### src/rtl/pea_pkg.sv
// Shared codes for the PEA firing scheduler: actor mode encodings, scheduler
// FSM states and sticky error codes.
package pea_pkg;

    typedef enum logic [1:0] {
        MODE_SETUP_INSTR = 2'b00,
        MODE_INSTR       = 2'b01,
        MODE_OUTPUT      = 2'b10,
        MODE_ILLEGAL     = 2'b11
    } mode_e;

    typedef enum logic [2:0] {
        ST_IDLE,
        ST_CHECK,
        ST_INVOKE,
        ST_WAIT,
        ST_ERROR
    } sched_state_e;

    localparam logic [1:0] ERR_NONE       = 2'b00;
    localparam logic [1:0] ERR_FC_TIMEOUT = 2'b01;
    localparam logic [1:0] ERR_BAD_MODE   = 2'b10;

    function automatic logic is_legal_mode(input logic [1:0] mode);
        return mode != MODE_ILLEGAL;
    endfunction

endpackage

### src/rtl/pea_firing_scheduler_if.sv
// Scheduler <-> PEA actor handshake: firing strobe and mode out, enable,
// firing-complete and requested next mode back.
interface pea_firing_scheduler_if;
    logic       invoke;
    logic [1:0] next_instr;
    logic       enable_in;
    logic       fc_in;
    logic [1:0] next_mode_in;

    modport master (
        output invoke,
        output next_instr,
        input  enable_in,
        input  fc_in,
        input  next_mode_in
    );

    modport slave (
        input  invoke,
        input  next_instr,
        output enable_in,
        output fc_in,
        output next_mode_in
    );
endinterface

### src/rtl/pea_watchdog.sv
// Clear/count/expire counter: expire is high on the LIMIT-th consecutive
// counted cycle since the last clear; the count holds once expired.
module pea_watchdog #(
    parameter int LIMIT = 16
) (
    input  logic clk,
    input  logic rst,
    input  logic clear,
    input  logic count,
    output logic expire
);
    localparam int           W    = (LIMIT > 1) ? $clog2(LIMIT) : 1;
    localparam logic [W-1:0] LAST = W'(LIMIT - 1);

    logic [W-1:0] cnt_q;
    logic [W-1:0] cnt_d;

    assign expire = (cnt_q == LAST);

    // NOTE: combinational blocks assign every output a default first so no latch is inferred.
    always_comb begin
        cnt_d = cnt_q;
        if (clear) begin
            cnt_d = '0;
        end else if (count && !expire) begin
            cnt_d = cnt_q + 1'b1;
        end
    end

    // NOTE: state registers use non-blocking assignment so every flop samples pre-edge values.
    always_ff @(posedge clk or negedge rst) begin
        if (!rst) begin
            cnt_q <= '0;
        end else begin
            cnt_q <= cnt_d;
        end
    end
endmodule

### src/rtl/pea_firing_scheduler.sv
// Self-timed CFDF scheduler for the PEA actor: presents the mode, samples enable,
// strobes invoke, awaits a fresh FC edge and adopts the actor's next mode.
module pea_firing_scheduler
    import pea_pkg::*;
#(
    parameter int CNT_W        = 16,
    parameter int MAX_FIRINGS  = 0,
    parameter int TIMEOUT      = 1024,
    parameter int STARVE_LIMIT = 16
) (
    input  logic                    clk,
    input  logic                    rst,
    input  logic                    start,
    input  logic                    halt,
    pea_firing_scheduler_if.master  act,
    output logic                    busy,
    output logic                    done,
    output logic [1:0]              err_code,
    output logic [CNT_W-1:0]        fire_count
);
    localparam logic [CNT_W-1:0] MAX_CNT = CNT_W'(MAX_FIRINGS);
    localparam bit               LIMITED = (MAX_FIRINGS != 0);

    sched_state_e     state_q, state_d;
    logic [1:0]       mode_q, mode_d;
    logic [CNT_W-1:0] cnt_q, cnt_d;
    logic [1:0]       err_q, err_d;
    logic             done_q, done_d;
    logic             halt_q, halt_d;
    logic             fc_q;

    logic             fc_edge;
    logic             busy_w;
    logic [CNT_W-1:0] fire_inc;
    logic             wd_clr, wd_cnt, wd_exp;
    logic             starve_clr, starve_cnt, starve_exp;

    // Only a rising FC seen while waiting completes a firing; a level left high is stale.
    assign fc_edge  = act.fc_in & ~fc_q;
    assign busy_w   = (state_q == ST_CHECK) || (state_q == ST_INVOKE) || (state_q == ST_WAIT);
    assign fire_inc = (cnt_q == {CNT_W{1'b1}}) ? cnt_q : cnt_q + 1'b1;

    pea_watchdog #(.LIMIT(TIMEOUT)) u_fc_watchdog (
        .clk    (clk),
        .rst    (rst),
        .clear  (wd_clr),
        .count  (wd_cnt),
        .expire (wd_exp)
    );

    pea_watchdog #(.LIMIT(STARVE_LIMIT)) u_starve_watchdog (
        .clk    (clk),
        .rst    (rst),
        .clear  (starve_clr),
        .count  (starve_cnt),
        .expire (starve_exp)
    );

    always_comb begin
        state_d    = state_q;
        mode_d     = mode_q;
        cnt_d      = cnt_q;
        err_d      = err_q;
        done_d     = 1'b0;
        halt_d     = halt_q | (busy_w & halt);
        wd_clr     = 1'b0;
        wd_cnt     = 1'b0;
        starve_clr = 1'b0;
        starve_cnt = 1'b0;

        unique case (state_q)
            ST_IDLE, ST_ERROR: begin
                // A start coinciding with the done pulse belongs to the finished run.
                if (start && !done_q) begin
                    state_d    = ST_CHECK;
                    mode_d     = MODE_SETUP_INSTR;
                    cnt_d      = '0;
                    err_d      = ERR_NONE;
                    halt_d     = halt;
                    starve_clr = 1'b1;
                end
            end
            ST_CHECK: begin
                if (halt_q) begin
                    state_d = ST_IDLE;
                    done_d  = 1'b1;
                end else if (act.enable_in) begin
                    state_d    = ST_INVOKE;
                    starve_clr = 1'b1;
                end else if (starve_exp) begin
                    state_d = ST_IDLE;
                    done_d  = 1'b1;
                end else begin
                    starve_cnt = 1'b1;
                end
            end
            ST_INVOKE: begin
                state_d = ST_WAIT;
                wd_clr  = 1'b1;
            end
            ST_WAIT: begin
                // An FC edge beats a watchdog expiring in the same cycle.
                if (fc_edge) begin
                    cnt_d = fire_inc;
                    if (!is_legal_mode(act.next_mode_in)) begin
                        err_d   = ERR_BAD_MODE;
                        state_d = ST_ERROR;
                    end else begin
                        mode_d = act.next_mode_in;
                        if (LIMITED && fire_inc == MAX_CNT) begin
                            state_d = ST_IDLE;
                            done_d  = 1'b1;
                        end else begin
                            state_d = ST_CHECK;
                        end
                    end
                end else if (wd_exp) begin
                    err_d   = ERR_FC_TIMEOUT;
                    state_d = ST_ERROR;
                end else begin
                    wd_cnt = 1'b1;
                end
            end
            default: state_d = ST_IDLE;
        endcase
    end

    always_ff @(posedge clk or negedge rst) begin
        if (!rst) begin
            state_q <= ST_IDLE;
            mode_q  <= MODE_SETUP_INSTR;
            cnt_q   <= '0;
            err_q   <= ERR_NONE;
            done_q  <= 1'b0;
            halt_q  <= 1'b0;
            fc_q    <= 1'b0;
        end else begin
            state_q <= state_d;
            mode_q  <= mode_d;
            cnt_q   <= cnt_d;
            err_q   <= err_d;
            done_q  <= done_d;
            halt_q  <= halt_d;
            fc_q    <= act.fc_in;
        end
    end

    assign act.invoke     = (state_q == ST_INVOKE);
    assign act.next_instr = mode_q;
    assign busy           = busy_w;
    assign done           = done_q;
    assign err_code       = err_q;
    assign fire_count     = cnt_q;
endmodule
### src/flat_wrapper.sv
// flat-port wrapper written by rule: the top's interface ports become plain ports
module pea_firing_scheduler_flat import pea_pkg::*;
#(
    parameter int CNT_W        = 16,
    parameter int MAX_FIRINGS  = 0,
    parameter int TIMEOUT      = 1024,
    parameter int STARVE_LIMIT = 16
)
  (clk, rst, start, halt, busy, done, err_code, fire_count, act_invoke, act_next_instr, act_enable_in, act_fc_in, act_next_mode_in);
  pea_firing_scheduler_if act_i ();
  input  logic clk;
  input  logic rst;
  input  logic start;
  input  logic halt;
  output logic busy;
  output logic done;
  output logic [1:0] err_code;
  output logic [CNT_W-1:0] fire_count;
  output wire logic [$bits(act_i.invoke)-1:0] act_invoke;
  output wire logic [$bits(act_i.next_instr)-1:0] act_next_instr;
  input wire logic [$bits(act_i.enable_in)-1:0] act_enable_in;
  input wire logic [$bits(act_i.fc_in)-1:0] act_fc_in;
  input wire logic [$bits(act_i.next_mode_in)-1:0] act_next_mode_in;
  assign act_invoke = act_i.invoke;
  assign act_next_instr = act_i.next_instr;
  assign act_i.enable_in = act_enable_in;
  assign act_i.fc_in = act_fc_in;
  assign act_i.next_mode_in = act_next_mode_in;
  pea_firing_scheduler #(.CNT_W(CNT_W), .MAX_FIRINGS(MAX_FIRINGS), .TIMEOUT(TIMEOUT), .STARVE_LIMIT(STARVE_LIMIT)) u_core (.clk(clk), .rst(rst), .start(start), .halt(halt), .act(act_i), .busy(busy), .done(done), .err_code(err_code), .fire_count(fire_count));
endmodule
### config.mk
export PLATFORM = sky130hd
export DESIGN_NAME = pea_firing_scheduler_flat
export DESIGN_NICKNAME = d
export VERILOG_FILES = /design/src/rtl/pea_pkg.sv /design/src/rtl/pea_firing_scheduler_if.sv /design/src/rtl/pea_watchdog.sv /design/src/rtl/pea_firing_scheduler.sv /design/src/flat_wrapper.sv
export SDC_FILE = /design/constraint.sdc
export NUM_CORES = 1
export LEC_CHECK = 0
export BUFFER_PORTS_ARGS = -buffer_cell sky130_fd_sc_hd__buf_2
export CORE_ASPECT_RATIO = 1.2
export CORE_MARGIN = 1.5
export CORE_UTILIZATION = 40
export CTS_CLUSTER_DIAMETER = 40
export DETAILED_ROUTE_END_ITERATION = 8
export PLACE_DENSITY = 0.6
export SYNTH_ARGS = -nofsm -noshare
export SYNTH_HDL_FRONTEND = slang
export SYNTH_SLANG_ARGS = --single-unit
### constraint.sdc
create_clock -name clk -period 2.65 [get_ports clk]
set_input_delay 0.1325 -clock clk [delete_from_list [all_inputs] [get_ports clk]]
set_output_delay 0.1325 -clock clk [all_outputs]
set_load 0.05 [all_outputs]
== Word level (Yosys, flattened, before mapping) ==
Cells that the tools add are included.

* Register bits: 40
* Bits of input ports: 8
* Output and inout bits: 23
* Logic and storage cells: 90

* Mux-type cells: 42
* Add/sub/neg operators: 3
* Reduce and logical (&&, ||, !) cells: 17
* Equal/unequal tests: 15
* Bitwise operators: 4

{| class="wikitable"
|+ Operators with widths
! cell !! number
|-
| 16-bit two-way mux || 3
|-
| 16-bit one-hot mux with 2 select lines || 1
|-
| 3-bit two-way mux || 7
|-
| 10-bit two-way mux || 2
|-
| 1-bit two-way mux || 17
|-
| 16-bit by 1-bit adder with 16-bit output (second input constant) || 1
|-
| 16-bit == test (second input constant) || 1
|-
| 2-bit two-way mux || 6
|-
| 3-bit one-hot mux with 4 select lines || 1
|-
| 4-bit AND reduction || 3
|-
| 10-bit by 1-bit adder with 10-bit output (second input constant) || 1
|-
| 10-bit == test (second input constant) || 1
|-
| 4-bit two-way mux || 2
|-
| 2-bit one-hot mux with 2 select lines || 2
|-
| 3-bit by 2-bit == test with 1-bit output (second input constant) || 2
|-
| 2-bit != test (second input constant) || 3
|-
| 2-bit nonzero test || 3
|-
| 4-bit by 1-bit adder with 4-bit output (second input constant) || 1
|-
| 4-bit == test (second input constant) || 1
|-
| 2-bit by 1-bit != test with 1-bit output (second input constant) || 2
|-
| 4-bit by 3-bit != test with 1-bit output (second input constant) || 1
|-
| 3-bit by 1-bit == test with 1-bit output (second input constant) || 1
|-
| 3-bit == test (second input constant) || 1
|-
| 1-bit logical AND || 3
|-
| 11 further kinds || 15
|}

== Logic depth before layout (Yosys ltp) ==
Gate-level depths: netlist of run 1.

* Depth in word-level cells: 8
* Mapped depth: 7
* Mapped depth without buffers: 6

== Hierarchy ==
Synthesis of run 1 repeated with hierarchy kept, for this count alone.

* Cell total of the unflattened synthesis: 240
* Area total of the unflattened synthesis: 2324.7 µm²

{| class="wikitable"
|+ By module, submodules not included
! module !! times used !! sequential area each (µm²) !! cells each !! area an instance (µm²)
|-
| pea_firing_scheduler || 1 || 650.6 || 164 || 1530.2
|-
| pea_watchdog (u_core.u_fc_watchdog) || 1 || 250.2 || 56 || 565.5
|-
| pea_watchdog (u_core.u_starve_watchdog) || 1 || 100.1 || 20 || 229.0
|}

== Worst setup path before layout of run 1 ==
Ideal clock, no wire load.

* Path kind: flip-flop to flip-flop
* Start: register u_core.cnt_q[0], in the netlist u_core.fire_count[0]
* End: register u_core.cnt_q[14], in the netlist u_core.fire_count[14]
* Arrival time: 2.109 ns
* Path buffers: 0
* Data required time: 2.530 ns
* Period minus slack after synthesis: 2.229 ns
* Library setup time: 0.120 ns
* Setup slack: 0.421 ns
* Stages on the path, launching flop included: 7
* Path through: dfrtp_1 > ha_1 > nand4_1 > nor3_1 > a21oi_1 > a31o_2 > a31o_2

* Cells in the longest elaborated chain, start to end: 4
* Elaborated cells between the ends (all ways): 7
* Those cells by class: add/sub: 1; eq/ne: 2; mux: 3; reduce/logical: 1

{| class="wikitable"
|+ RTL lines
! what !! RTL line !! text
|-
| start: declaration || pea_firing_scheduler.sv:26 || <nowiki>logic [CNT_W-1:0] cnt_q, cnt_d;</nowiki>
|-
| start signal: assignment || pea_firing_scheduler.sv:140 || <nowiki>cnt_q <= cnt_d;</nowiki>
|-
| 16-bit by 1-bit adder with 16-bit output || pea_firing_scheduler.sv:41 || <nowiki>assign fire_inc = (cnt_q == {CNT_W{1'b1}}) ? cnt_q : cnt_q + 1'b1;</nowiki>
|-
| 16-bit two-way mux || pea_firing_scheduler.sv:41 ||
|-
| 16-bit two-way mux || pea_firing_scheduler.sv:103 || <nowiki>if (fc_edge) begin</nowiki>
|-
| 16-bit one-hot mux with 2 select lines || pea_firing_scheduler.sv:71 || <nowiki>unique case (state_q)</nowiki>
|}

Parallel ways exist; a longest one is shown, timed or not. The select of a mux whose other input is x is not followed.
A chain may end at the register's enable or synchronous reset.

== Final worst setup path of run 1 ==
* Start: register u_core.state_q[1]
* End: register u_core.state_q[2]

* Cells in the longest elaborated chain, start to end: 4
* Elaborated cells between the ends (all ways): 11
* Those cells by class: eq/ne: 7; mux: 1; reduce/logical: 3

{| class="wikitable"
|+ RTL lines
! what !! RTL line !! text
|-
| start: declaration || pea_firing_scheduler.sv:24 || <nowiki>sched_state_e state_q, state_d;</nowiki>
|-
| start signal: assignment || pea_firing_scheduler.sv:138 || <nowiki>state_q <= state_d;</nowiki>
|-
| 3-bit == test or 3-bit zero test (tied branches) || pea_firing_scheduler.sv:71 ||
|-
| 2-bit OR reduction || pea_firing_scheduler.sv:71 ||
|-
| 2-bit by 1-bit != test with 1-bit output (no source line) || -- ||
|-
| 3-bit AND reduction (no source line) || -- ||
|}

Parallel ways exist; a longest one is shown, timed or not.

==> Flow_metrics.wiki, run 1 <==
{| class="wikitable"
! Metric !! Value
|-
| Source of the worst hold timing path || halt
|-
| Result of the run || completed
|-
| Clk slew on worst S/H paths || 80 ps
|-
| Unrepaired setup endpoints after global routing || no
|-
| Placed cell areas || 2361 µm²
|-
| Maximum resistive drop on vdd || 0.3118 mV
|-
| Tightest Hold Check Type || in -> reg
|-
| Psw || ~0.00075 W
|-
| Final antenna-violating net count || 0
|-
| R2r worst-path depth || 5
|-
| Maximum number of pins on one net before global-route repair || 41
|-
| Number of placement rows || 28
|-
| CTS tree || built
|-
| Worst-path cell chain || and3b_1 -> nand2_1 -> nor2_1 -> a211oi_1 -> mux2_2
|-
| Die W || 69.41 µm
|-
| Clock buffer depth || 2
|-
| Worst R2R End || u_core.state_q[2]
|-
| Max incr delay on CP || 500 ps
|-
| Critical path data required time || 2830 ps
|-
| Setup Fix Bufs, Post-CTS || 0
|-
| Startpoint type of the worst setup path || register
|-
| Post-Layout Inst Area || roughly 2500 µm²
|-
| Summed negative setup slack over all endpoints || 0 ps
|-
| Drt initial violations || 70
|-
| Final GP Congestion || 0.7709
|-
| Max Clock Freq || around 0.46 GHz
|-
| Cts bufs inserted || 5
|-
| Fraction of synthesis flops using an asynchronous set or reset pin || 1.000
|-
| Proportion of power drawn by the clock network || 0.290
|-
| Cells after synthesis || 229
|-
| Wire length after detailed routing || 4.822 mm
|-
| Placed wire-length estimate after detailed placement || ~3.5 mm
|-
| Worst rel slew slack || 0.4027
|-
| NumNets Final || 280
|-
| Critical path data arrival time || ~2400 ps
|-
| Via count of the first global-routing pass || 1761
|-
| Actual slew at the worst max-slew pin || 895.9 ps
|-
| Inserted Diodes || 0
|-
| Worst hold endpoint || u_core.halt_q
|-
| Syn avg cell area || 9.245 µm²
|-
| GR Util All Layers || 0.1852
|-
| Initial core utilization || 0.4226
|-
| Non-filler cells in the finished layout || 329
|-
| Net count after synthesis || 240
|-
| I/O Pins || 31
|-
| Kind of critical path || reg -> reg
|-
| Total power per unit cell area || 806.5 nW/µm²
|-
| Detailed-route DRC error count || 0
|-
| Min Clock Period, post-route || 2190 ps
|-
| Number of storage elements in the synthesis netlist || 40
|-
| Core Region || 5010 µm²
|-
| Instance count along the most critical hold path || 3
|-
| Final cycle utilization of the critical path || 0.8262
|-
| Worst slack at placement || approximately 440 ps
|-
| Maximum clock skew at final layout || approximately 4 ps
|-
| Floorplan die area || around 5700 µm²
|-
| Internal || 0.001270 W
|-
| Most frequently used flop master after synthesis || sky130_fd_sc_hd__dfrtp_1
|-
| Initial antenna violation count || 0
|-
| Post-Place Cells || 320
|-
| Slowest stage cell, crit path || sky130_fd_sc_hd__dfrtp_1
|-
| H-tree depth || 2
|-
| Critical Path Sink Type || register
|-
| Sw Ratio || 0.3724
|-
| Layout Area Growth over Synthesis || 18.56%
|-
| Post-CTS resize count || 0
|-
| Gate power share || 0.323
|-
| Number of setup violations in the final report || 0
|-
| Wire length of the first global-routing pass || 8.314 mm
|-
| Number of clock sinks seen by CTS || 40
|-
| Slack of the worst reg-to-reg path || 460 ps
|-
| Router iterations before antenna repair || 4
|-
| Total count of max-transition violations in the final report || 0
|-
| Clk Tree Root Cell || sky130_fd_sc_hd__clkbuf_8
|-
| Max Cap Violations || 0
|-
| Launch point of the worst reg-to-reg path || u_core.state_q[1]
|-
| Vias post-DR || 1822
|-
| Die Span Y || around 83 µm
|-
| Detailed-route vias per instance || 5.538
|-
| Mapped cell area || around 2100 µm²
|-
| Port buffer count || 30
|-
| Static leakage || ~1.2 nW
|-
| Minimum setup slack in the final design || 460.4 ps
|-
| Cts-stage hold buffer count || 2
|-
| YS warnings || 0
|-
| Number of enable-type register cells in the synthesized netlist || 0
|-
| Clock latency of the later-clocked register in the worst-skew pair || 290 ps
|-
| Count of endpoints failing hold in the final timing report || 0
|-
| Detail-routed net length per standard cell || 14.66 µm
|-
| Overflow after GRT || 0
|-
| Filler instances || between 400 and 500
|-
| Register share of total power || 0.386
|-
| Post-synth cell types || between 40 and 50
|-
| Largest fanout of any net on the critical path || 11
|-
| Seq/Total Area, Yosys || 0.4728
|-
| Layout cell share with drive strength beyond 1 || 0.1970
|}
## layout make-up
class | count | area, µm² | share of cell area
clock buffer | 5 | 68.82 | 0.02742
clock inverter | 2 | 60.06 | 0.02393
inverter | 4 | 15.01 | 0.005982
multi-input combinational | 181 | 1082 | 0.4312
sequential | 40 | 1001 | 0.3988
tap | 60 | 75.07 | 0.02991
timing repair buffer | 37 | 207.7 | 0.08275
## sequential cells by signal, summed over array words and instances, names as in the netlist
register and flops:
u_core.fire_count 16, u_core.u_fc_watchdog.cnt_q 10, u_core.u_starve_watchdog.cnt_q 4, u_core.state_q 3, u_core.act.next_instr 2, u_core.err_code 2
u_core.done 1, u_core.fc_q 1, u_core.halt_q 1
## through the flow
step                utilization  hold slack [ps]  power (W)
floorplan                     -           -163.1   0.001263
global placement         0.4713            279.7   0.001444
detailed placement       0.4713            275.7   0.001449
CTS                      0.5010            56.95   0.002047
global route             0.5010            75.95   0.002146
finish                   0.5010            65.50   0.002024
## critical path, delay by kind of cell (launching register included)
kind / cells / cell delay, ps
muxes: 1 / 290
and+or+nand+nor: 3 / 1170
DFF: 1 / 500
AOI/OAI and AO/OA: 1 / 110
## placed cells by master (no fill, tap or decap), types with 4 or more instances in the layout
| cell type | instances |
|---|---|
| sky130_fd_sc_hd__dfrtp_1 | 40 |
| sky130_fd_sc_hd__nor2_1 | 29 |
| sky130_fd_sc_hd__nand2_1 | 25 |
| sky130_fd_sc_hd__nor3_1 | 9 |
| sky130_fd_sc_hd__nand3_1 | 11 |
| sky130_fd_sc_hd__nand4_1 | 7 |
| sky130_fd_sc_hd__clkbuf_8 | 5 |
| sky130_fd_sc_hd__a21oi_1 | 9 |
| sky130_fd_sc_hd__buf_2 | 30 |
| sky130_fd_sc_hd__xnor2_1 | 7 |
| sky130_fd_sc_hd__buf_4 | 5 |
| sky130_fd_sc_hd__o211ai_1 | 4 |
| sky130_fd_sc_hd__o21ai_0 | 20 |
| sky130_fd_sc_hd__nand2b_1 | 6 |
## power groups by stage
stage               Combinational (W)  Sequential, W  Clock (W)
floorplan                    0.000392       0.000870          0
finish                       0.000654       0.000782   0.000588
CTS                          0.000662       0.000780   0.000604
global placement             0.000654       0.000790          0
detailed placement           0.000657       0.000792          0
global route                 0.000722       0.000797   0.000628
## cells by family after synthesis
logic type,Yosys count,synth area share
compound gates,55,0.1655
fa+ha+maj,3,0.01773
xor+xnor,9,0.03724
simple gates,110,0.2707
flops,40,0.4728
mux,4,0.02009
buf+inv,8,0.01595
## synthesized netlist by cell type (4+ instances only)
master,number,share of area
sky130_fd_sc_hd__nand2b_1,6,0.018
sky130_fd_sc_hd__nor3_1,9,0.021
sky130_fd_sc_hd__nand3_1,11,0.026
sky130_fd_sc_hd__nand4_1,7,0.021
sky130_fd_sc_hd__a21oi_1,9,0.021
sky130_fd_sc_hd__nand2_1,25,0.044
sky130_fd_sc_hd__o211ai_1,4,0.014
sky130_fd_sc_hd__dfrtp_1,40,0.47
sky130_fd_sc_hd__xnor2_1,7,0.029
sky130_fd_sc_hd__o21ai_0,20,0.047
sky130_fd_sc_hd__nor2_1,29,0.051
## per-layer routing
metal | track usage | vias up | share of wire
li1 | - | 922 | -
met2 | 0.3279 | 28 | 0.49
met5 | 0 | - | 0
met3 | 0.03883 | 6 | 0.031
met1 | 0.2264 | 866 | 0.46
met4 | 0.06471 | 0 | 0.016
## how the worst max path moves through the flow
stage / depth (start not counted) / slack, ps / from / endpoint
after floorplan: 6 / 420 / u_core.fire_count[0] / u_core.fire_count[14]
after global placement: 5 / 520 / u_core.state_q[1] / u_core.state_q[2]
after detailed placement: 5 / 440 / u_core.state_q[1] / u_core.state_q[2]
after CTS: 5 / 430 / u_core.state_q[1] / u_core.state_q[2]
after global routing: 5 / 220 / u_core.state_q[1] / u_core.state_q[2]
final: 5 / 460 / u_core.state_q[1] / u_core.state_q[2]
(Power assumes the default switching activity.)
==> run 2, diff against run 1 <==
Settings changed: ABC_AREA set to 1, PLACE_DENSITY 0.6 to 0.62.
Clock period 2.65 ns to 2 ns, I/O delays scaled along.
==> run 2 against run 1 <==
  * Cell count up 42%
  * Die area up 11%
  * Synthesized area up 12%
  * Setup slack worse by 180 ps
  * Final area up 9.3%
  * Largest cell class unchanged
  * Highest routed layer unchanged
==> Flow_metrics.wiki, run 2 <==
{| class="wikitable"
! Metric !! Value
|-
| Result of the run || completed (unchanged)
|-
| Router iterations before antenna repair || 4 (unchanged)
|-
| Proportion of power drawn by the clock network || 0.215 (was 0.290)
|-
| Source of the worst hold timing path || act_enable_in (was halt)
|-
| Port buffer count || 30 (unchanged)
|-
| Layout cell share with drive strength beyond 1 || 0.1418 (was 0.1970)
|-
| Worst-path cell chain || inv_1 -> nand3_1 -> inv_1 -> buf_2 (was and3b_1 -> nand2_1 -> nor2_1 -> a211oi_1 -> mux2_2)
|-
| Maximum number of pins on one net before global-route repair || 41 (unchanged)
|-
| Grt met1 use || 0.2134 (was 0.2264)
|-
| Wire length after detailed routing || 5.141 mm (was 4.822 mm)
|-
| Most common cell after layout, fill and taps aside || sky130_fd_sc_hd__nand2_1 (was sky130_fd_sc_hd__dfrtp_1)
|-
| Syn avg cell area || 6.845 µm² (was 9.245 µm²)
|-
| Slowest stage cell, crit path || sky130_fd_sc_hd__dfrtp_1 (unchanged)
|-
| Count of endpoints failing hold in the final timing report || 0 (unchanged)
|-
| Critical path data required time || 1900 ps (was 2830 ps)
|-
| Worst Hold Margin || 25.88 ps (was 65.50 ps)
|-
| Gate power share || 0.380 (was 0.323)
|-
| NumNets Final || 398 (was 280)
|-
| Register share of total power || 0.404 (was 0.386)
|-
| Commonest non-fill, non-tap cells in the layout || sky130_fd_sc_hd__nand2_1 (129), sky130_fd_sc_hd__nor2_1 (51), sky130_fd_sc_hd__inv_1 (40), sky130_fd_sc_hd__dfrtp_1 (40), sky130_fd_sc_hd__buf_2 (30) (was sky130_fd_sc_hd__dfrtp_1 (40), sky130_fd_sc_hd__buf_2 (30), sky130_fd_sc_hd__nor2_1 (29))
|-
| Sw Ratio || 0.4309 (was 0.3724)
|-
| Slack of the worst reg-to-reg path || 290 ps (was 460 ps)
|-
| Post-synth cell types || 23 (was 48)
|-
| Maximum resistive drop on vdd || 0.4979 mV (was 0.3118 mV)
|-
| Fraction of met2 tracks used by global routing || 0.3240 (was 0.3279)
|-
| YS warnings || 0 (unchanged)
|-
| Cell repeated most along the worst path || sky130_fd_sc_hd__inv_1
|-
| Number of enable-type register cells in the synthesized netlist || 0 (unchanged)
|-
| Wire length of the first global-routing pass || 9.108 mm (was 8.314 mm)
|-
| Unrepaired setup endpoints after global routing || no (unchanged)
|-
| Launch point of the worst reg-to-reg path || u_core.fire_count[1] (was u_core.state_q[1])
|-
| Clock latency of the later-clocked register in the worst-skew pair || 290 ps (about the same)
|-
| Total buffers and inverters traversed by the critical path || 3 (was 0)
|-
| Cts-stage hold buffer count || 2 (unchanged)
|-
| Power consumption || 0.002624 W (was 0.002024 W)
|-
| H-tree depth || 2 (unchanged)
|-
| Clk slew on worst S/H paths || 80 ps (about the same)
|-
| Max Clock Freq || 0.5813 GHz
|-
| Final GP Congestion || 0.7801 (was 0.7709)
|-
| Yosys top cell by area || sky130_fd_sc_hd__dfrtp_1 (unchanged)
|-
| Mapped cell area || 2369 µm² (was 2117 µm²)
|-
| Initial core utilization || 0.4179 (was 0.4226)
|-
| Most frequently used flop master after synthesis || sky130_fd_sc_hd__dfrtp_1 (unchanged)
|-
| Initial antenna violation count || 0 (unchanged)
|-
| Via count of the first global-routing pass || 2070 (was 1761)
|-
| Max incr delay on CP || 390 ps (was 500 ps)
|-
| Placed wire-length estimate after detailed placement || 3.852 mm (was 3.453 mm)
|-
| Total count of max-transition violations in the final report || 0 (unchanged)
|-
| Worst hold endpoint || u_core.done (was u_core.halt_q)
|-
| Maximum clock skew at final layout || 7.732 ps (was 4.058 ps)
|-
| Setup Fix Bufs, Post-CTS || 0 (unchanged)
|-
| R2r worst-path depth || 7 (was 5)
|-
| Vias post-DR || 2187 (was 1822)
|-
| Drt initial violations || 82 (was 70)
|-
| Most numerous cell types in the synthesized netlist || sky130_fd_sc_hd__nand2_1 (129), sky130_fd_sc_hd__nor2_1 (51), sky130_fd_sc_hd__dfrtp_1 (40), sky130_fd_sc_hd__inv_1 (40), sky130_fd_sc_hd__nand3_1 (26) (was sky130_fd_sc_hd__dfrtp_1 (40), sky130_fd_sc_hd__nor2_1 (29), sky130_fd_sc_hd__nand2_1 (25), sky130_fd_sc_hd__o21ai_0 (20), sky130_fd_sc_hd__nand3_1 (11))
|-
| Startpoint type of the worst setup path || register (unchanged)
|-
| GR Util All Layers || 0.1821 (was 0.1852)
|-
| Max Cap Violations || 0 (unchanged)
|-
| Critical path depth || 4 (was 5)
|-
| Final antenna-violating net count || 0 (unchanged)
|-
| CTS tree || built (unchanged)
|-
| Most Crowded Layer GR || met2 (unchanged)
|-
| Critical path data arrival time || 1620 ps (was 2370 ps)
|-
| Cells after synthesis || 346 (was 229)
|-
| Total power per unit cell area || 956.8 nW/µm² (was 806.5 nW/µm²)
|-
| Overflow after GRT || 0 (unchanged)
|-
| Largest fanout of any net on the critical path || 8 (was 11)
|-
| Max reg flops || 16 (unchanged)
|-
| Number of clock sinks seen by CTS || 40 (unchanged)
|-
| Inserted Diodes || 0 (unchanged)
|-
| Die Span Y || 87.30 µm (was 82.70 µm)
|-
| Instance count along the most critical hold path || 2 (was 3)
|-
| Die W || 73.25 µm (was 69.41 µm)
|-
| Detailed-route vias per instance || 4.673 (was 5.538)
|-
| Kind of critical path || reg -> out (was reg -> reg)
|-
| I/O Pins || 31 (unchanged)
|-
| Core Region || 5668 µm² (was 5010 µm²)
|-
| Largest cells by area after synthesis || sky130_fd_sc_hd__dfrtp_1 (42%), sky130_fd_sc_hd__nand2_1 (20%), sky130_fd_sc_hd__nor2_1 (8.1%) (was sky130_fd_sc_hd__dfrtp_1 (47%), sky130_fd_sc_hd__nor2_1 (5.1%), sky130_fd_sc_hd__o21ai_0 (4.7%))
|-
| Minimum setup slack in the final design || 279.7 ps (was 460.4 ps)
|-
| Met3 usage in global routing || 0.03935 (was 0.03883)
|-
| Internal || 0.001493 W (was 0.001270 W)
|-
| Psw || 0.001131 W (was 0.0007538 W)
|-
| Number of setup violations in the final report || 0 (unchanged)
|-
| Number of placement rows || 30 (was 28)
|-
| Dominant delay contributor by cell family on the critical path || buffers and inverters (was simple AND/OR/NAND/NOR gates)
|-
| Fraction of synthesis flops using an asynchronous set or reset pin || 1.000 (unchanged)
|-
| Number of storage elements in the synthesis netlist || 40 (unchanged)
|-
| Post-CTS resize count || 0 (unchanged)
|-
| Actual slew at the worst max-slew pin || 514.2 ps (was 895.9 ps)
|-
| Detailed-route DRC error count || 0 (unchanged)
|-
| Detail-routed net length per standard cell || 10.99 µm (was 14.66 µm)
|-
| Area fraction of the dominant cell type after synthesis || 0.4226 (was 0.4728)
|-
| Min Clock Period, post-route || 1720 ps
|-
| Cts bufs inserted || 5 (unchanged)
|-
| Critical Path Sink Type || output pin (was register)
|-
| Net count after synthesis || 357 (was 240)
|-
| Worst rel slew slack || 0.6572 (was 0.4027)
|-
| Summed negative setup slack over all endpoints || 0 ps (unchanged)
|-
| Tightest Hold Check Type || in -> reg (unchanged)
|-
| Worst R2R End || u_core.fire_count[1] (was u_core.state_q[2])
|-
| Worst slack at placement || 261.2 ps (was 436.5 ps)
|-
| Static leakage || 1.431 nW (was 1.167 nW)
|-
| Final cycle utilization of the critical path || 0.8601
|-
| Layout Area Growth over Synthesis || 15.79% (was 18.56%)
|-
| Most frequently used cell type in the post-synthesis netlist || sky130_fd_sc_hd__nand2_1 (was sky130_fd_sc_hd__dfrtp_1)
|-
| Floorplan die area || 6394 µm² (was 5740 µm²)
|-
| Clk Tree Root Cell || sky130_fd_sc_hd__clkbuf_8 (unchanged)
|-
| Seq/Total Area, Yosys || 0.4226 (was 0.4728)
|-
| Clock buffer depth || 2 (unchanged)
|}
## run 2: final cells by class
type / instances / area (µm²)
fill: 586 / 2925
clock inverter: 2 / 10.01
timing repair buffer: 36 / 200.2
sequential: 40 / 1001
multi-input combinational: 263 / 1195
inverter: 41 / 153.9
tap: 80 / 100.1
clock buffer: 6 / 82.58
## run 2: worst max-delay path by stage
| stage | from | end | slack, ps |
|---|---|---|---|
| floorplan | u_core.fire_count[0] | u_core.fire_count[10] | 90 |
| global placement | u_core.fire_count[1] | u_core.fire_count[1] | 290 |
| detailed placement | u_core.fire_count[1] | u_core.fire_count[14] | 260 |
| CTS | u_core.fire_count[1] | u_core.fire_count[14] | 250 |
| global route | u_core.fire_count[1] | u_core.fire_count[5] | 70 |
| finish | u_core.state_q[2] | act_invoke | 280 |
## run 2: cell families (layout without fill, tap and decap cells)
kind of cell / count (synthesis) / count (layout) / synth area share
XOR/XNOR: 5 / 5 / 0.01849
AO/OA/AOI/OAI: 24 / 24 / 0.05917
buffers and inverters: 43 / 85 / 0.07290
AND/OR/NAND/NOR: 231 / 231 / 0.4110
flip-flops: 40 / 40 / 0.4226
adder cells (fa/ha/maj): 3 / 3 / 0.01585
## run 2: power groups by stage
stage          combinational, W  sequential [W]  clock, W
3_5_place_dp            0.00101         0.00108         0
6_report               0.000998         0.00106  0.000565
4_1_cts                 0.00101         0.00106  0.000585
5_1_grt                 0.00114         0.00109  0.000619
2_1_floorplan          0.000621         0.00121         0
3_3_place_gp           0.000999         0.00108         0
## run 2: stage by stage
| stage | std cells | cell area (µm²) | utilization |
|---|---|---|---|
| 3_3_place_gp | 458 | 2630 | 0.4640 |
| 3_5_place_dp | 458 | 2630 | 0.4640 |
| 5_1_grt | 468 | 2743 | 0.4839 |
| 2_1_floorplan | 346 | 2369 | - |
| 4_1_cts | 468 | 2743 | 0.4839 |
| 6_report | 468 | 2743 | 0.4839 |
## run 2: layer usage
layer  wire (µm)  vias up
met5           0        -
met4          66        0
met3         146        8
li1            -     1168
met1        2304      986
met2        2623       25
## run 2: worst register-to-register path, cell delays in order, from the launching register on
cell                       delay [ps]
sky130_fd_sc_hd__dfrtp_1          410
sky130_fd_sc_hd__ha_1             190
sky130_fd_sc_hd__nand2_1          140
sky130_fd_sc_hd__nor2_4           210
sky130_fd_sc_hd__nand3b_2         140
sky130_fd_sc_hd__o21bai_4         380
sky130_fd_sc_hd__nand2_1          100
sky130_fd_sc_hd__nand2_1           80
